### config.mk
export PLATFORM = sky130hd
export DESIGN_NAME = priority_encoder_8to3
export DESIGN_NICKNAME = d
export VERILOG_FILES = /design/src/rtl/enc_pkg.sv /design/src/rtl/priority_encoder_8to3_lsb.sv /design/src/rtl/priority_encoder_8to3.sv
export SDC_FILE = /design/constraint.sdc
export NUM_CORES = 1
export LEC_CHECK = 0
export BUFFER_PORTS_ARGS = -buffer_cell sky130_fd_sc_hd__buf_2
export CORE_MARGIN = 4
export CORE_UTILIZATION = 40
export CTS_CLUSTER_DIAMETER = 200
export CTS_CLUSTER_SIZE = 12
export DETAILED_ROUTE_END_ITERATION = 10
export HOLD_SLACK_MARGIN = 0.15
export SYNTH_ARGS = -nofsm -noshare
export SYNTH_HDL_FRONTEND = slang
export SYNTH_SLANG_ARGS = --single-unit
export TNS_END_PERCENT = 50
### constraint.sdc
create_clock -name clk -period 1.85 [get_ports clk]
set_input_delay 0.0925 -clock clk [delete_from_list [all_inputs] [get_ports clk]]
set_output_delay 0.0925 -clock clk [all_outputs]
set_load 0.05 [all_outputs]
### src/rtl/enc_pkg.sv
// Shared types and constants for the sequential 8-to-3 priority encoder.
package enc_pkg;

  localparam int ENC_WIDTH = 8;
  localparam int ENC_IDX_W = 3;

  typedef enum logic [0:0] {
    ENC_IDLE = 1'b0,
    ENC_BUSY = 1'b1
  } enc_state_t;

  // One-hot mask selecting bit idx of a request vector.
  function automatic logic [ENC_WIDTH-1:0] idx_to_mask(input logic [ENC_IDX_W-1:0] idx);
    logic [ENC_WIDTH-1:0] mask;
    mask = '0;
    mask[idx] = 1'b1;
    return mask;
  endfunction

endpackage

### src/rtl/priority_encoder_8to3_lsb.sv
// Combinational lowest-set-bit finder: index of the lowest set bit, plus
// flags for "exactly one bit set" and "any bit set". Zero latency, no handshake.
module lsb_priority_encoder
  import enc_pkg::*;
(
  input  logic [ENC_WIDTH-1:0] pending,
  output logic [ENC_IDX_W-1:0] idx,
  output logic                 one_hot,
  output logic                 any
);

  // Scan from the top down so the lowest set bit is the last one written.
  always_comb begin
    idx = '0;
    for (int i = ENC_WIDTH - 1; i >= 0; i--) begin
      if (pending[i]) begin
        idx = i[ENC_IDX_W-1:0];
      end
    end
  end

  assign any     = |pending;
  assign one_hot = any && ((pending & (pending - ENC_WIDTH'(1))) == '0);

endmodule

### src/rtl/priority_encoder_8to3.sv
// Sequential 8-to-3 encoder: one beat per set bit, lowest first; first beat one cycle after accept.
// Holds the beat while out_ready is low; no accept until the burst ends. ENC_ZERO_FLAG_EN adds out_zero.
module priority_encoder_8to3
  import enc_pkg::*;
#(
  parameter int WIDTH = ENC_WIDTH,
  parameter int IDX_W = ENC_IDX_W
) (
  input  logic             clk,
  input  logic             rst,
  input  logic             in_valid,
  output logic             in_ready,
  input  logic [WIDTH-1:0] in_vec,
  output logic             out_valid,
  input  logic             out_ready,
  output logic [IDX_W-1:0] out_idx,
  output logic             out_last,
  output logic             busy
`ifdef ENC_ZERO_FLAG_EN
  ,
  output logic             out_zero
`endif
);

  enc_state_t           state;
  enc_state_t           state_nxt;
  logic [WIDTH-1:0]     pending;
  logic [IDX_W-1:0]     low_idx;
  logic                 low_one_hot;
  logic                 low_any;
  logic                 accept;
  logic                 beat;
  logic                 last_beat;

  lsb_priority_encoder u_lsb (
    .pending (pending),
    .idx     (low_idx),
    .one_hot (low_one_hot),
    .any     (low_any)
  );

  assign accept = in_valid && in_ready;
  assign beat   = out_valid && out_ready;

`ifdef ENC_ZERO_FLAG_EN
  // Marks the single synthetic beat produced for an all-zero vector.
  logic zero_beat;

  always_ff @(posedge clk) begin
    if (rst) begin
      zero_beat <= 1'b0;
    end else if (accept) begin
      zero_beat <= (in_vec == '0);
    end else if (beat) begin
      zero_beat <= 1'b0;
    end
  end

  assign last_beat = low_one_hot || zero_beat;
`else
  assign last_beat = low_one_hot;
`endif

  // State register
  always_ff @(posedge clk) begin
    if (rst) begin
      state <= ENC_IDLE;
    end else begin
      state <= state_nxt;
    end
  end

  // Pending bits: loaded on accept, lowest bit retired on each beat.
  always_ff @(posedge clk) begin
    if (rst) begin
      pending <= '0;
    end else if (accept) begin
      pending <= in_vec;
    end else if (beat) begin
      pending <= pending & ~idx_to_mask(low_idx);
    end
  end

  // Next-state logic
  always_comb begin
    state_nxt = state;
    unique case (state)
      ENC_IDLE: begin
        if (accept) begin
`ifdef ENC_ZERO_FLAG_EN
          state_nxt = ENC_BUSY;
`else
          if (in_vec != '0) begin
            state_nxt = ENC_BUSY;
          end
`endif
        end
      end
      ENC_BUSY: begin
        if (beat && last_beat) begin
          state_nxt = ENC_IDLE;
        end
      end
      default: state_nxt = ENC_IDLE;
    endcase
  end

  // Outputs depend only on registered state and pending bits (in_ready also on rst).
  always_comb begin
    in_ready  = !rst && (state == ENC_IDLE);
    busy      = (state == ENC_BUSY);
    out_valid = busy;
    out_idx   = busy ? low_idx : '0;
    out_last  = busy && last_beat;
`ifdef ENC_ZERO_FLAG_EN
    out_zero  = busy && zero_beat;
`endif
  end

endmodule

[After elaboration in Yosys (flattened, before gate mapping)]
Cells that the tools add are included.
Storage, ports and cells
  word-level logic and storage cells: 38
  register bits after elaboration: 9
Cells by class
  bitwise gates (word level): 4
  $add $sub $neg: 1
  mux-type cells: 17
  reduce and logical (&&, ||, !) cells: 12
  $lt $le $gt $ge: 2
Operator list (count)
  2-to-1 mux 3 bit: 9
  bitwise AND 8 bit: 2
  2-to-1 mux 8 bit: 2
  logical NOT 8 bit: 1
  inverter 8 bit: 1
  nonzero test 8 bit: 1
  OR reduction 8 bit: 1
  subtractor 8 x 1 -> 8 bit, second input constant: 1
  logical AND 1 bit: 7
  less-than comparator 3 x 4 -> 1 bit, second input constant: 1
  2-to-1 mux 1 bit: 4
  demux 1 bit (select 3 bit): 1
  >= comparator 3 x 1 -> 1 bit, second input constant: 1
  one-hot mux 1 bit (2 select lines): 1
  nonzero test 2 bit: 1
  logical NOT 1 bit: 1
  inverter 1 bit: 1

[Depth between registers and ports, before layout]
  depth after elaboration: 16
  depth in mapped cells: 6
  mapped depth without buffers: 5

[Hierarchy]
Synthesis repeated with hierarchy kept, for this count alone.
Unflattened totals
  cell total of the unflattened synthesis: 69
  area total of the unflattened synthesis: 596.8 um^2
Modules (own cells, without submodules)
  priority_encoder_8to3: cells an instance 45, seq. area each 180.2 um^2, area each 434.2 um^2, times used 1
  lsb_priority_encoder: cells an instance 24, seq. area each 0.0 um^2, area each 162.7 um^2, times used 1

[Worst setup path before layout]
Ideal clock, no wire load.
  kind: register to output
  start point: register state, in the netlist busy
  end point: output port out_idx[2]
  path buffers: 0
  required time: 1.757 ns
  slack: -0.623 ns
  arrival time: 2.381 ns
  cell stages (with the launch flop): 3
  cell sequence: dfxtp_1 > nand2_1 > nor4_1
On the way
  word-level cells in the longest chain between the ends: 1
Ends and longest elaborated chain
  start: declaration: line priority_encoder_8to3.sv:25  | enc_state_t state;
  start signal: assignment: line priority_encoder_8to3.sv:69  | state <= state_nxt;
  2-to-1 mux 3 bit: line priority_encoder_8to3.sv:113  | out_idx = busy ? low_idx : '0;
  end: declaration: line priority_encoder_8to3.sv:16  | output logic [IDX_W-1:0] out_idx,
No other way between the ends.

[Worst setup path in the final report]
  start point: register pending[4]
  end point: output port out_last
On the way
  word-level cells in the longest chain between the ends: 5
  elaborated cells on any way between the ends: 6
  those cells by class: add/sub (1); bitwise (1); reduce/logical (4)
Ends and longest elaborated chain
  start: declaration: line priority_encoder_8to3.sv:27  | logic [WIDTH-1:0] pending;
  start signal: assignment: line priority_encoder_8to3.sv:78  | pending <= in_vec;
  start signal: assignment: line priority_encoder_8to3.sv:80  | pending <= pending & ~idx_to_mask(low_idx);
  subtractor 8 x 1 -> 8 bit: line priority_encoder_8to3_lsb.sv:23  | assign one_hot = any && ((pending & (pending - ENC_WIDTH'(1))) == '0);
  bitwise AND 8 bit: line priority_encoder_8to3_lsb.sv:23
  logical NOT 8 bit: line priority_encoder_8to3_lsb.sv:23
  logical AND 1 bit (*): line priority_encoder_8to3_lsb.sv:23
  logical AND 1 bit (*): line priority_encoder_8to3.sv:114  | out_last = busy && last_beat;
  end: declaration: line priority_encoder_8to3.sv:17  | output logic out_last,
Every way passes the cells marked *; elsewhere a longest branch is shown, timed or not.

==> impl_metrics.csv <==
group,metric,value,unit
timing,slew_headroom,0.7753,
critical_path,critPathTopFamily,"simple AND/OR/NAND/NOR gates",
synth,synth-seq-cells,9,
floorplan,die_w,47.90,µm
global_route,pin_count_of_the_biggest_net_entering_global_routing,13,
floorplan,dieHeight,47.90,µm
timing,maxClockFrequency,0.5662,GHz
cts,numCtsBuffers,3,
final_layout,area_growth_synth_to_finish,51.28,%
drt,route.detailed.wl_per_inst,13.87,µm
critical_path,path_buf_inv,1,
timing,postLayoutSetupSlackWorst,83.98,ps
drt,first_drt_iteration_drcs,22,
synth,synth_area,636.9,µm²
drt,vias,738,
drt,drt-met1-wl,891,µm
critical_path,timing.critical_path.slowest_stage_cell,"sky130_fd_sc_hd__dfxtp_2",
timing,finalHoldViolCount,0,
synth,synth-edff-count,0,
power_and_ir_drop,cellLeakagePower,0.3832,nW
synth,postSynthNetCount,93,
drt,routed.top_layer,"met4",
place,pre_cts_ws,137.5,ps
timing,finalClockSkew,2.737,ps
final_layout,fill_cell_count,118,
floorplan,pin_count,19,
critical_path,critical_path.max_stage_delay,370,ps
global_route,groute.usage.overall,0.1799,
timing,worst-slew-pin-transition,335.1,ps
place,io_buffer_count,18,
floorplan,floorplan.initialDensity,0.4228,
global_route,grt_pass1_wl,2.891,mm
cts,htreeDepth,1,
synth,synth-async-reset-ratio,0,
cts,tritoncts,"built",
critical_path,crit_fanout,6,
global_route,antenna_found_initial,0,
timing,timing.final.crit_period,1766,ps
synth,netlist_instances,81,
drt,postRouteWirelength,1.831,mm
cts,cts_buffer_depth,2,
timing,timing_max_transition_violations_final,0,
critical_path,critical_path.endpoint_type,"output pin",
final_layout,num-nets-final,129,
critical_path,crit_arrival,1670,ps
critical_path,timing_worst_setup_path_type,"flop to output pin",
synth,synth_warnings,0,
run,timing.max_cap.violations,0,
worst_hold_path,holdCritPathClass,"input pin to flop",
final_layout,final_core_utilization,0.6395,
final_layout,seqCellArea,185.2,µm²
critical_path,critical_path.startpoint_type,"flop",
final_layout,drive_above_1_share,0.4224,
drt,drt-vias-per-instance,5.591,
cts,clkSinkCount,9,
synth,synth_ff_type,"sky130_fd_sc_hd__dfxtp_1",
final_layout,number_of_antenna_cells_inserted,0,
place,gp_routability_congestion,0.8811,
timing,setup-violations-final,0,
synth,postSynthAreaPerCell,7.862,µm²
power_and_ir_drop,power.density_cell_area,667.2,nW/µm²
critical_path,critical_path_required,1760,ps
synth,synth.lib_cells_used.distinct,33,
synth,netlist.area_leader.share,0.2829,
drt,drt_pass1_iterations,4,
timing,setup_tns,0,ps
drt,detailroute.wirelength.met2,817,µm
floorplan,rows,14,
drt,detail_route.drc_violations,0,
timing,timing.final.crit_share,0.9546,
status,status,"finished clean",
synth,synth.largest_area_cell,"sky130_fd_sc_hd__dfxtp_1",
global_route,overflow,0,
cts,root_buffer,"sky130_fd_sc_hd__clkbuf_4",
place,hpwlAfterDp,1.235,mm
synth,ys_top_cells_by_area,"sky130_fd_sc_hd__dfxtp_1 28%, sky130_fd_sc_hd__a21oi_1 7.9%, sky130_fd_sc_hd__nand2_1 5.9%",
synth,seq_area_frac_synth,0.2829,
floorplan,design.core.area,1506,µm²
power_and_ir_drop,peakVddDrop,384.3,µV
critical_path,critical_path.cell_chain,"nor2_1 -> o21a_2 -> nor4b_2 -> o31ai_2 -> nor3b_2 -> buf_6",
drt,ant_nets,0,
drt,met3RoutedLength,91,µm
cts,clkSlewWorstSetupHoldPaths,60,ps
power_and_ir_drop,power,0.0006428,W
global_route,vias_in_the_first_global_route,656,
cts,worstSkewPairLatency,260,ps
floorplan,design.die.area,2294,µm²
final_layout,area_of_the_multi_input_gates,452.9,µm²
[timing repair]
item / in CTS / in global routing
setup buffers: 1 / 4
pin swaps: 1 / 5
hold endpoints to repair: 8 / 0
hold buffers: 10 / 0
gates resized for setup: 6 / 7
setup endpoints to repair: 1 / 3
[final timing paths]
check	from	to	slack, ps	cells past startpoint
hold / removal	in_vec[4]	pending[4]	160	3
hold reg to reg	pending[3]	pending[3]	580	2
setup reg to reg	busy	pending[1]	200	4
setup / recovery	pending[4]	out_last	80	6
[per-layer routing]
| metal | track usage | up-vias |
|---|---|---|
| met1 | 0.2544 | 330 |
| met3 | 0.02256 | 5 |
| met4 | 0.08065 | 0 |
| li1 | - | 373 |
| met2 | 0.2691 | 30 |
| met5 | 0 | - |
[cell usage in the layout (no fill, tap or decap), types with 2 or more instances in the layout]
| cell type | count |
|---|---|
| sky130_fd_sc_hd__nor3b_2 | 2 |
| sky130_fd_sc_hd__nand3_1 | 4 |
| sky130_fd_sc_hd__o31ai_2 | 2 |
| sky130_fd_sc_hd__dfxtp_1 | 5 |
| sky130_fd_sc_hd__dlygate4sd3_1 | 10 |
| sky130_fd_sc_hd__buf_4 | 9 |
| sky130_fd_sc_hd__clkbuf_4 | 3 |
| sky130_fd_sc_hd__nor4_1 | 3 |
| sky130_fd_sc_hd__a21oi_1 | 10 |
| sky130_fd_sc_hd__inv_1 | 4 |
| sky130_fd_sc_hd__nor2_1 | 7 |
| sky130_fd_sc_hd__buf_2 | 17 |
| sky130_fd_sc_hd__o21ai_0 | 3 |
| sky130_fd_sc_hd__nand2_1 | 9 |
| sky130_fd_sc_hd__dfxtp_2 | 4 |
[per-stage QoR]
| step | cells | area (µm²) | hold WS, ps |
|---|---|---|---|
| 3_5_place_dp | 113 | 750.7 | 326.8 |
| 6_report | 132 | 963.4 | 161.9 |
| 3_3_place_gp | 113 | 750.7 | 323.1 |
| 5_1_grt | 132 | 963.4 | 203.9 |
| 4_1_cts | 128 | 908.4 | 160.9 |
| 2_1_floorplan | 81 | 643.1 | 208.9 |
[cell families after synthesis]
kind of cell           synth area share
AO/OA/AOI/OAI                    0.2711
buffers and inverters           0.07465
flip-flops                       0.2829
multiplexers                    0.01572
AND/OR/NAND/NOR                  0.3556
[tightest hold or removal path, stage by stage]
cell,delay (ps)
sky130_fd_sc_hd__buf_2,110
sky130_fd_sc_hd__mux2i_1,120
sky130_fd_sc_hd__a311oi_1,60
[synth_stat cells, drive strengths merged, types with 2 or more instances]
cell type	number
o31ai	2
buf	4
inv	4
nor3b	3
a21oi	10
dfxtp	9
o21ai	3
clkbuf	2
nand2	10
nor4b	2
a311oi	2
nor4	5
nand3	4
nor2	8
[power by group]
group / total (W) / switching, W / internal (W)
clock: 0.000154 / 0.0000707 / 0.0000833
sequential: 0.000236 / 0.0000281 / 0.000208
combinational: 0.000252 / 0.000131 / 0.000121
total: 0.000643 / 0.000230 / 0.000413
[state kept, by name (all words and copies together) (netlist names)]
name and cells:
busy 1, pending 8
[cell type report]
| class | count | share of cell area |
|---|---|---|
| flip-flops and latches | 9 | 0.1922 |
| clock buffers | 4 | 0.02727 |
| repair buffers | 37 | 0.2740 |
| multi-input cells | 62 | 0.4701 |
| inverters | 4 | 0.01558 |
| well taps | 16 | 0.02078 |
No activity file was read; power rests on OpenSTA's default activity.
